[config.mk]
export PLATFORM = sky130hd
export DESIGN_NAME = tohost_monitor
export DESIGN_NICKNAME = d
export VERILOG_FILES = /design/src/rtl/tohost_monitor.sv
export SDC_FILE = /design/constraint.sdc
export NUM_CORES = 1
export LEC_CHECK = 0
export ABC_AREA = 1
export CAP_MARGIN = 15
export CORE_MARGIN = 2
export CORE_UTILIZATION = 35
export CTS_BUF_LIST = sky130_fd_sc_hd__clkbuf_4 sky130_fd_sc_hd__clkbuf_8
export DETAILED_ROUTE_END_ITERATION = 8
export PLACE_DENSITY = 0.72
export SLEW_MARGIN = 10
export SYNTH_ARGS = -nofsm -noshare
export SYNTH_HDL_FRONTEND = slang
export SYNTH_SLANG_ARGS = --single-unit
export TNS_END_PERCENT = 100
[constraint.sdc]
create_clock -name clk -period 1.9 [get_ports clk]
set_input_delay 0.475 -clock clk [delete_from_list [all_inputs] [get_ports clk]]
set_output_delay 0.475 -clock clk [all_outputs]
set_load 0.01 [all_outputs]
[src/rtl/tohost_monitor.sv]
// Simulation tohost monitor: watches core stores to the tohost word and reports pass, fail or
// watchdog timeout, with a cycle counter and a one-cycle-latency read port for the tohost word.
module tohost_monitor #(
    parameter logic [31:0] TOHOST_ADDR = 32'h0000_1000,
    parameter int unsigned TIMEOUT     = 5000
) (
    input  logic        clk,
    input  logic        rst,
    input  logic        bus_we,
    input  logic        bus_re,
    input  logic [31:0] bus_addr,
    input  logic [31:0] bus_wdata,
    output logic [31:0] bus_rdata,
    output logic        bus_rvalid,
    output logic        done,
    output logic        pass,
    output logic [30:0] fail_num,
    output logic        timeout,
    output logic [31:0] cycles
);

    localparam logic [2:0] StIdle    = 3'd0;
    localparam logic [2:0] StRun     = 3'd1;
    localparam logic [2:0] StPass    = 3'd2;
    localparam logic [2:0] StFail    = 3'd3;
    localparam logic [2:0] StTimeout = 3'd4;

    localparam logic [31:0] TimeoutLast = 32'(TIMEOUT - 1);

    logic [2:0]  state_q, state_d;
    logic [31:0] tohost_q, tohost_d;
    logic [31:0] cycles_q, cycles_d;
    logic [30:0] fail_num_q, fail_num_d;
    logic        hit;

    // Byte offset within the tohost word is irrelevant.
    logic unused_addr_lsbs;
    assign unused_addr_lsbs = ^bus_addr[1:0];

    assign hit = (bus_addr[31:2] == TOHOST_ADDR[31:2]);

    always_comb begin
        state_d    = state_q;
        tohost_d   = tohost_q;
        cycles_d   = cycles_q;
        fail_num_d = fail_num_q;
        case (state_q)
            StIdle: state_d = StRun;
            StRun: begin
                if (cycles_q != 32'hFFFF_FFFF) begin
                    cycles_d = cycles_q + 32'd1;
                end
                if (bus_we && hit) begin
                    tohost_d = bus_wdata;
                    if (bus_wdata[0]) begin
                        if (bus_wdata == 32'd1) begin
                            state_d = StPass;
                        end else begin
                            state_d    = StFail;
                            fail_num_d = bus_wdata[31:1];
                        end
                    end
                end
                // A terminal store on the watchdog's last edge wins over the timeout.
                if (state_d == StRun && cycles_q == TimeoutLast) begin
                    state_d = StTimeout;
                end
            end
            default: ;
        endcase
    end

    always_ff @(posedge clk) begin
        if (rst) begin
            state_q    <= StIdle;
            tohost_q   <= 32'd0;
            cycles_q   <= 32'd0;
            fail_num_q <= 31'd0;
            done       <= 1'b0;
            pass       <= 1'b0;
            timeout    <= 1'b0;
            bus_rvalid <= 1'b0;
            bus_rdata  <= 32'd0;
        end else begin
            state_q    <= state_d;
            tohost_q   <= tohost_d;
            cycles_q   <= cycles_d;
            fail_num_q <= fail_num_d;
            done       <= (state_d == StPass) || (state_d == StFail) || (state_d == StTimeout);
            pass       <= (state_d == StPass);
            timeout    <= (state_d == StTimeout);
            bus_rvalid <= bus_re;
            // Reads see the pre-store value because tohost_q is sampled before this edge.
            bus_rdata  <= (bus_re && hit) ? tohost_q : 32'd0;
        end
    end

    assign fail_num = fail_num_q;
    assign cycles   = cycles_q;

endmodule

Yosys cells after proc, flatten, opt, wreduce, memory -nomap -nowiden
Cells that the tools add are included.
Widths: inputs -> output; s select.
{"block": "totals", "inputBits": 68, "reg_bits": 134}
{"block": "classes", "muxes": 6, "bitwise": 2, "reduce_logical": 10, "n_eq_ne": 9, "add_sub_neg": 1}
{"op": "$add 32x1->32 const B", "n": 1}
{"op": "$eq 32x1->1 const B", "n": 1}
{"op": "$eq 32x13->1 const B", "n": 1}
{"op": "$ne 32x32->1 const B", "n": 1}
{"op": "$eq 30x11->1 const B", "n": 1}
{"op": "$mux 3", "n": 4}
{"op": "$eq 3x1->1 const B", "n": 2}
{"op": "$eq 3x2->1 const B", "n": 2}
{"op": "$pmux 3 s2", "n": 1}
{"op": "$reduce_and 2->1", "n": 2}
{"op": "$reduce_and 4->1", "n": 1}
{"op": "$eq 3x3->1 const B", "n": 1}
{"op": "$logic_and 1x1->1", "n": 3}
{"op": "$logic_not 3->1", "n": 1}
{"op": "$logic_or 1x1->1", "n": 2}
{"op": "$not 1->1", "n": 2}
{"op": "$reduce_or 2->1", "n": 1}
{"op": "$mux 1", "n": 1}

Logic depth before layout (Yosys ltp)
Gate-level depths: netlist (run 1).
{"block": "logic_depth", "depth_word": 12, "mapped_depth": 13, "mapped_depth_nobuf": 13}

Worst setup path before layout (run 1)
Ideal clock, no wire load.
{"block": "synth_timing", "path_type": "flip-flop to flip-flop", "from": "register cycles_q[0], in the netlist cycles[0]", "to": "register cycles_q[31], in the netlist cycles[31]", "path_stages_with_launch": 12, "required_time_ns": 1.763, "path_slack_ns": 0.174, "arrival_time_ns": 1.589, "synth_period_minus_slack_ns": 1.726, "setup_ns": 0.137, "cell_sequence": "dfxtp_1 ha_1 nand2_1 nor2_2 nand2_2 nor2_2 nand2_2 nand2_4 inv_2 buf_6 nand2_1 a21oi_1"}
{"block": "synth_between", "elab_chain_cells": 2, "elab_cells_between_ends": 3, "cone_classes": "add/sub (1); eq/ne (1); reduce/logical (1)"}
{"element": "start, declared", "line": "32", "source": "logic [31:0] cycles_q, cycles_d;"}
{"element": "start signal, assigned", "line": "87", "source": "cycles_q <= cycles_d;"}
{"element": "branches (longest 2 deep; another with $add 32x1->32)"}
Several ways; the timed one is not identified.
A chain may end at the register's enable or synchronous reset.

Final worst setup path (run 1)
{"block": "layout_timing", "from": "input bus_addr[20]", "to": "register fail_num_q[20], in the netlist fail_num[20]"}
{"block": "layout_between", "elab_chain_cells": 3}
{"element": "start, declared", "line": "11", "source": "input logic [31:0] bus_addr,"}
{"element": "$eq 30x11->1", "line": "40", "source": "assign hit = (bus_addr[31:2] == TOHOST_ADDR[31:2]);"}
{"element": "$logic_and 1x1->1", "line": "53", "source": "if (bus_we && hit) begin"}
{"element": "$reduce_and 4->1 (no line)"}
{"element": "end signal, assigned", "line": "88", "source": "fail_num_q <= fail_num_d;"}
{"element": "end, declared", "line": "33", "source": "logic [30:0] fail_num_q, fail_num_d;"}
Every way passes these cells.

==> results of run 1 <==
==> logic make-up (layout without fill, tap and decap cells) <==
| kind of cell | Yosys count | after routing | share of synthesized area [%] |
|---|---|---|---|
| simple gates | 435 | 435 | 30.3 |
| flops | 134 | 134 | 45.5 |
| compound gates | 131 | 131 | 12.1 |
| buf+inv | 106 | 344 | 8.31 |
| xor+xnor | 24 | 24 | 3.57 |
| fa+ha+maj | 1 | 1 | 0.212 |
==> worst register-to-register path: stages (launching register included) <==
cell and delay, ns:
dfxtp_1 0.37, ha_1 0.19, nand2_1 0.09, nor2_2 0.12
nand2_2 0.10, nor2_2 0.17, nand2_2 0.10, nand2_4 0.10
buf_4 0.20, o21ai_0 0.11, a21oi_1 0.12
==> through the flow <==
stage          setup TNS [ns]  total power, uW  instance area [um2]  instances
2_1_floorplan               0             3010                 5890        831
5_1_grt                -0.135             6220                 8870       1289
6_report                    0             5980                 8870       1289
3_5_place_dp           -26.26             3300                 8150       1249
3_3_place_gp           -23.50             3300                 8150       1249
4_1_cts                     0             6030                 8630       1281
==> how the worst max path moves through the flow <==
stage	from	endpoint	slack, ns	depth (start not counted)
after floorplan	cycles[0]$_SDFFE_PP0P_	cycles[31]$_SDFFE_PP0P_	0.17	11
after global placement	bus_addr[9]	fail_num[9]$_SDFFE_PP0P_	-0.34	12
after detailed placement	bus_addr[9]	fail_num[0]$_SDFFE_PP0P_	-0.38	12
after CTS	cycles[12]$_SDFFE_PP0P_	cycles[12]	0.001	1
after global routing	bus_addr[9]	fail_num[20]$_SDFFE_PP0P_	-0.03	12
final	bus_addr[20]	fail_num[20]$_SDFFE_PP0P_	0.04	12
==> sequential cells by signal (all words and copies together), names as in the netlist <==
register and cells:
cycles 32, done 1, tohost_q 32, fail_num 31, state_q 3, bus_rvalid 1, pass 1, bus_rdata 32
timeout 1
==> cell usage after synthesis (4+ instances only) <==
library cell,n
nor3_1,11
xnor2_1,4
clkbuf_1,19
inv_1,71
nor2_2,9
nand2_1,221
dfxtp_1,134
o21ai_0,35
nand3_1,17
nand4_1,12
a21oi_1,79
buf_6,12
a21oi_2,14
xor2_1,20
nor2_1,149
==> power groups by stage <==
stage,logic [uW],clock network (uW),registers (uW)
2_1_floorplan,128,0,2890
3_3_place_gp,415,0,2880
3_5_place_dp,416,0,2880
4_1_cts,417,2800,2810
5_1_grt,464,2950,2810
6_report,427,2750,2810
==> metal layers <==
layer | up-vias | GRT usage, % | share of wire, %
met5 | - | 0 | 0
met4 | 0 | 8.57 | 2.7
met3 | 45 | 4.76 | 6.6
met2 | 220 | 33.1 | 47
met1 | 2730 | 25.0 | 43
li1 | 3071 | - | -
==> layout make-up <==
type / instances / area (um2)
multi-input combinational: 591 / 2790
clock inverter: 15 / 226
timing repair buffer: 238 / 2340
sequential: 134 / 2730
tap: 220 / 275
inverter: 74 / 285
clock buffer: 17 / 234
fill: 1576 / 7650
==> repair_timing <==
action                                  4_1_cts  5_1_grt
pin swaps                                     0       10
gates cloned                                  0        5
endpoints found under the setup margin       32       74
resized for setup                            53       41
buffers inserted                              0        3
==> run_results.csv, run 1 <==
group,metric,value,unit
sta,skew,0.0112,ns
setup_path,r2r_slack,0.17,ns
sta,rsz0062_at_grt,"yes",
die,io_pins,167,
logic_synthesis,synth_edf_count,0,
logic_synthesis,synth_cell_type_count,29,
logic_synthesis,yosysSeqAreaShare,45.5,%
setup_path,r2r_start,"cycles[0]$_SDFFE_PP0P_",
die,rows,47,
logic_synthesis,yosys.area.top_type,"dfxtp_1",
logic_synthesis,syn_nets,900,
power_and_ir_drop,p_comb_share,7.1,%
sta,finalCritPeriodShare,97.8,%
logic_synthesis,synth_warnings,0,
place,io_buffers,164,
drt,dr.first_iter.drc_count,352,
finish,syn_to_final_growth,50.6,%
drt,dr.pass1.iters,5,
die,core-area,16500,um2
grt,grtUsageTotal,20.0,%
die,die_h,134,um
hold_path,hold_class,"in -> reg",
clocking,numCtsBuffers,17,
grt,grt_pass1_wl,28600,um
hold_path,holdPathStages,2,
logic_synthesis,syn_inst,831,
setup_path,path_class,"in -> reg",
setup_path,reg2reg_depth,10,
place,pre_cts_ws,-0.377,ns
setup_path,timing.rr.end,"cycles[2]$_SDFFE_PP0P_",
logic_synthesis,synth_top_flop_cell,"dfxtp_1",
logic_synthesis,synth.top_cells.by_area,"dfxtp_1 (46%), nand2_1 (14%), nor2_1 (9.5%), a21oi_1 (6.7%), inv_1 (4.5%)",
finish,layout.nets,1125,
logic_synthesis,synth_area,5890,um2
sta,fin_crit,1.86,ns
sta,fin_ws,0.0423,ns
sta,hold-worst-slack,0.378,ns
setup_path,slowest_delay,0.44,ns
setup_path,crit_family,"simple AND/OR/NAND/NOR gates",
drt,wl,18100,um
power_and_ir_drop,leakagePower,0.00349,uW
power_and_ir_drop,p_seq_share,46.9,%
grt,grt_pass1_vias,5904,
clocking,path_clk_slew,0.07,ns
power_and_ir_drop,irDropWorstVdd,437,uV
hold_path,hp-start,"rst",
setup_path,cp-end-kind,"flip-flop",
grt,gr-total-overflow,0,
clocking,cts_sinks,134,
grt,antenna_found_initial,0,
finish,final_common_cell,"nand2_1",
power_and_ir_drop,p_int,4600,uW
drt,vias,6066,
setup_path,crit_buf_inv,3,
power_and_ir_drop,power_density,674,nW/um2
finish,final_cell_mix,"nand2_1 (215), nor2_1 (142), clkdlybuf4s50_1 (130)",
sta,maxSlewHeadroom,74.7,%
die,fp.dieW,134,um
setup_path,crit_required,2.23,ns
logic_synthesis,synthArstFlopShare,0,%
setup_path,arrival,2.18,ns
grt,grt_max_degree,62,
sta,finalSetupViolations,0,
place,place_hpwl,12500,um
status,outcome,"finished clean",
sta,hold_viol,0,
finish,diodes,0,
clocking,clockBufferDepth,2,
drt,drc,0,
sta,maxSlewViolCount,0,
drt,via_per_inst,4.71,
clocking,ctsHoldBuffers,0,
setup_path,start_kind,"input pin",
logic_synthesis,netlist.area_leader.share,45.5,%
setup_path,crit_fanout,7,
clocking,cts_tree,"yes",
power_and_ir_drop,p_sw,1380,uW
clocking,htree_levels,4,
clocking,ctsRootBufferMaster,"clkbuf_8",
clocking,clkLatencyLatePin,0.46,ns
finish,fin_util,53.7,%
place,gp_congestion,0.906,
power_and_ir_drop,switching_share,23.1,%
power_and_ir_drop,clkPwrFrac,45.9,%
setup_path,path_cells,"clkdlybuf4s50_1 > nor2_2 > nand3_1 > nor2_1 > nand2_1 > nor2_2 > nand3_2 > nor2_4 > clkinv_4 > clkbuf_16 > nand2_1 > a21oi_1",
setup_path,crit_slowest_cell,"clkdlybuf4s50_1",
sta,max_freq,0.538,GHz
die,fp.dieArea,17900,um2
hold_path,holdPathEnd,"fail_num[28]$_SDFFE_PP0P_",
sta,worst_pin_slew,0.380,ns
drt,ant_nets,0,
logic_synthesis,synth_area_per_cell,7.09,um2
logic_synthesis,ys_ff_latch,134,
run,maxCapViolCount,0,
finish,drive_above_1_share,17.4,%
drt,routedWlPerCell,14.1,um
die,start_util,35.6,%
Power figures use the tool's default switching activity.
==> inputs of run 2 (changes only) <==
- SLEW_MARGIN: 10 -> not set
==> results of run 2 <==
No change in the layout: final DEF, timing and power equal those of run 1.
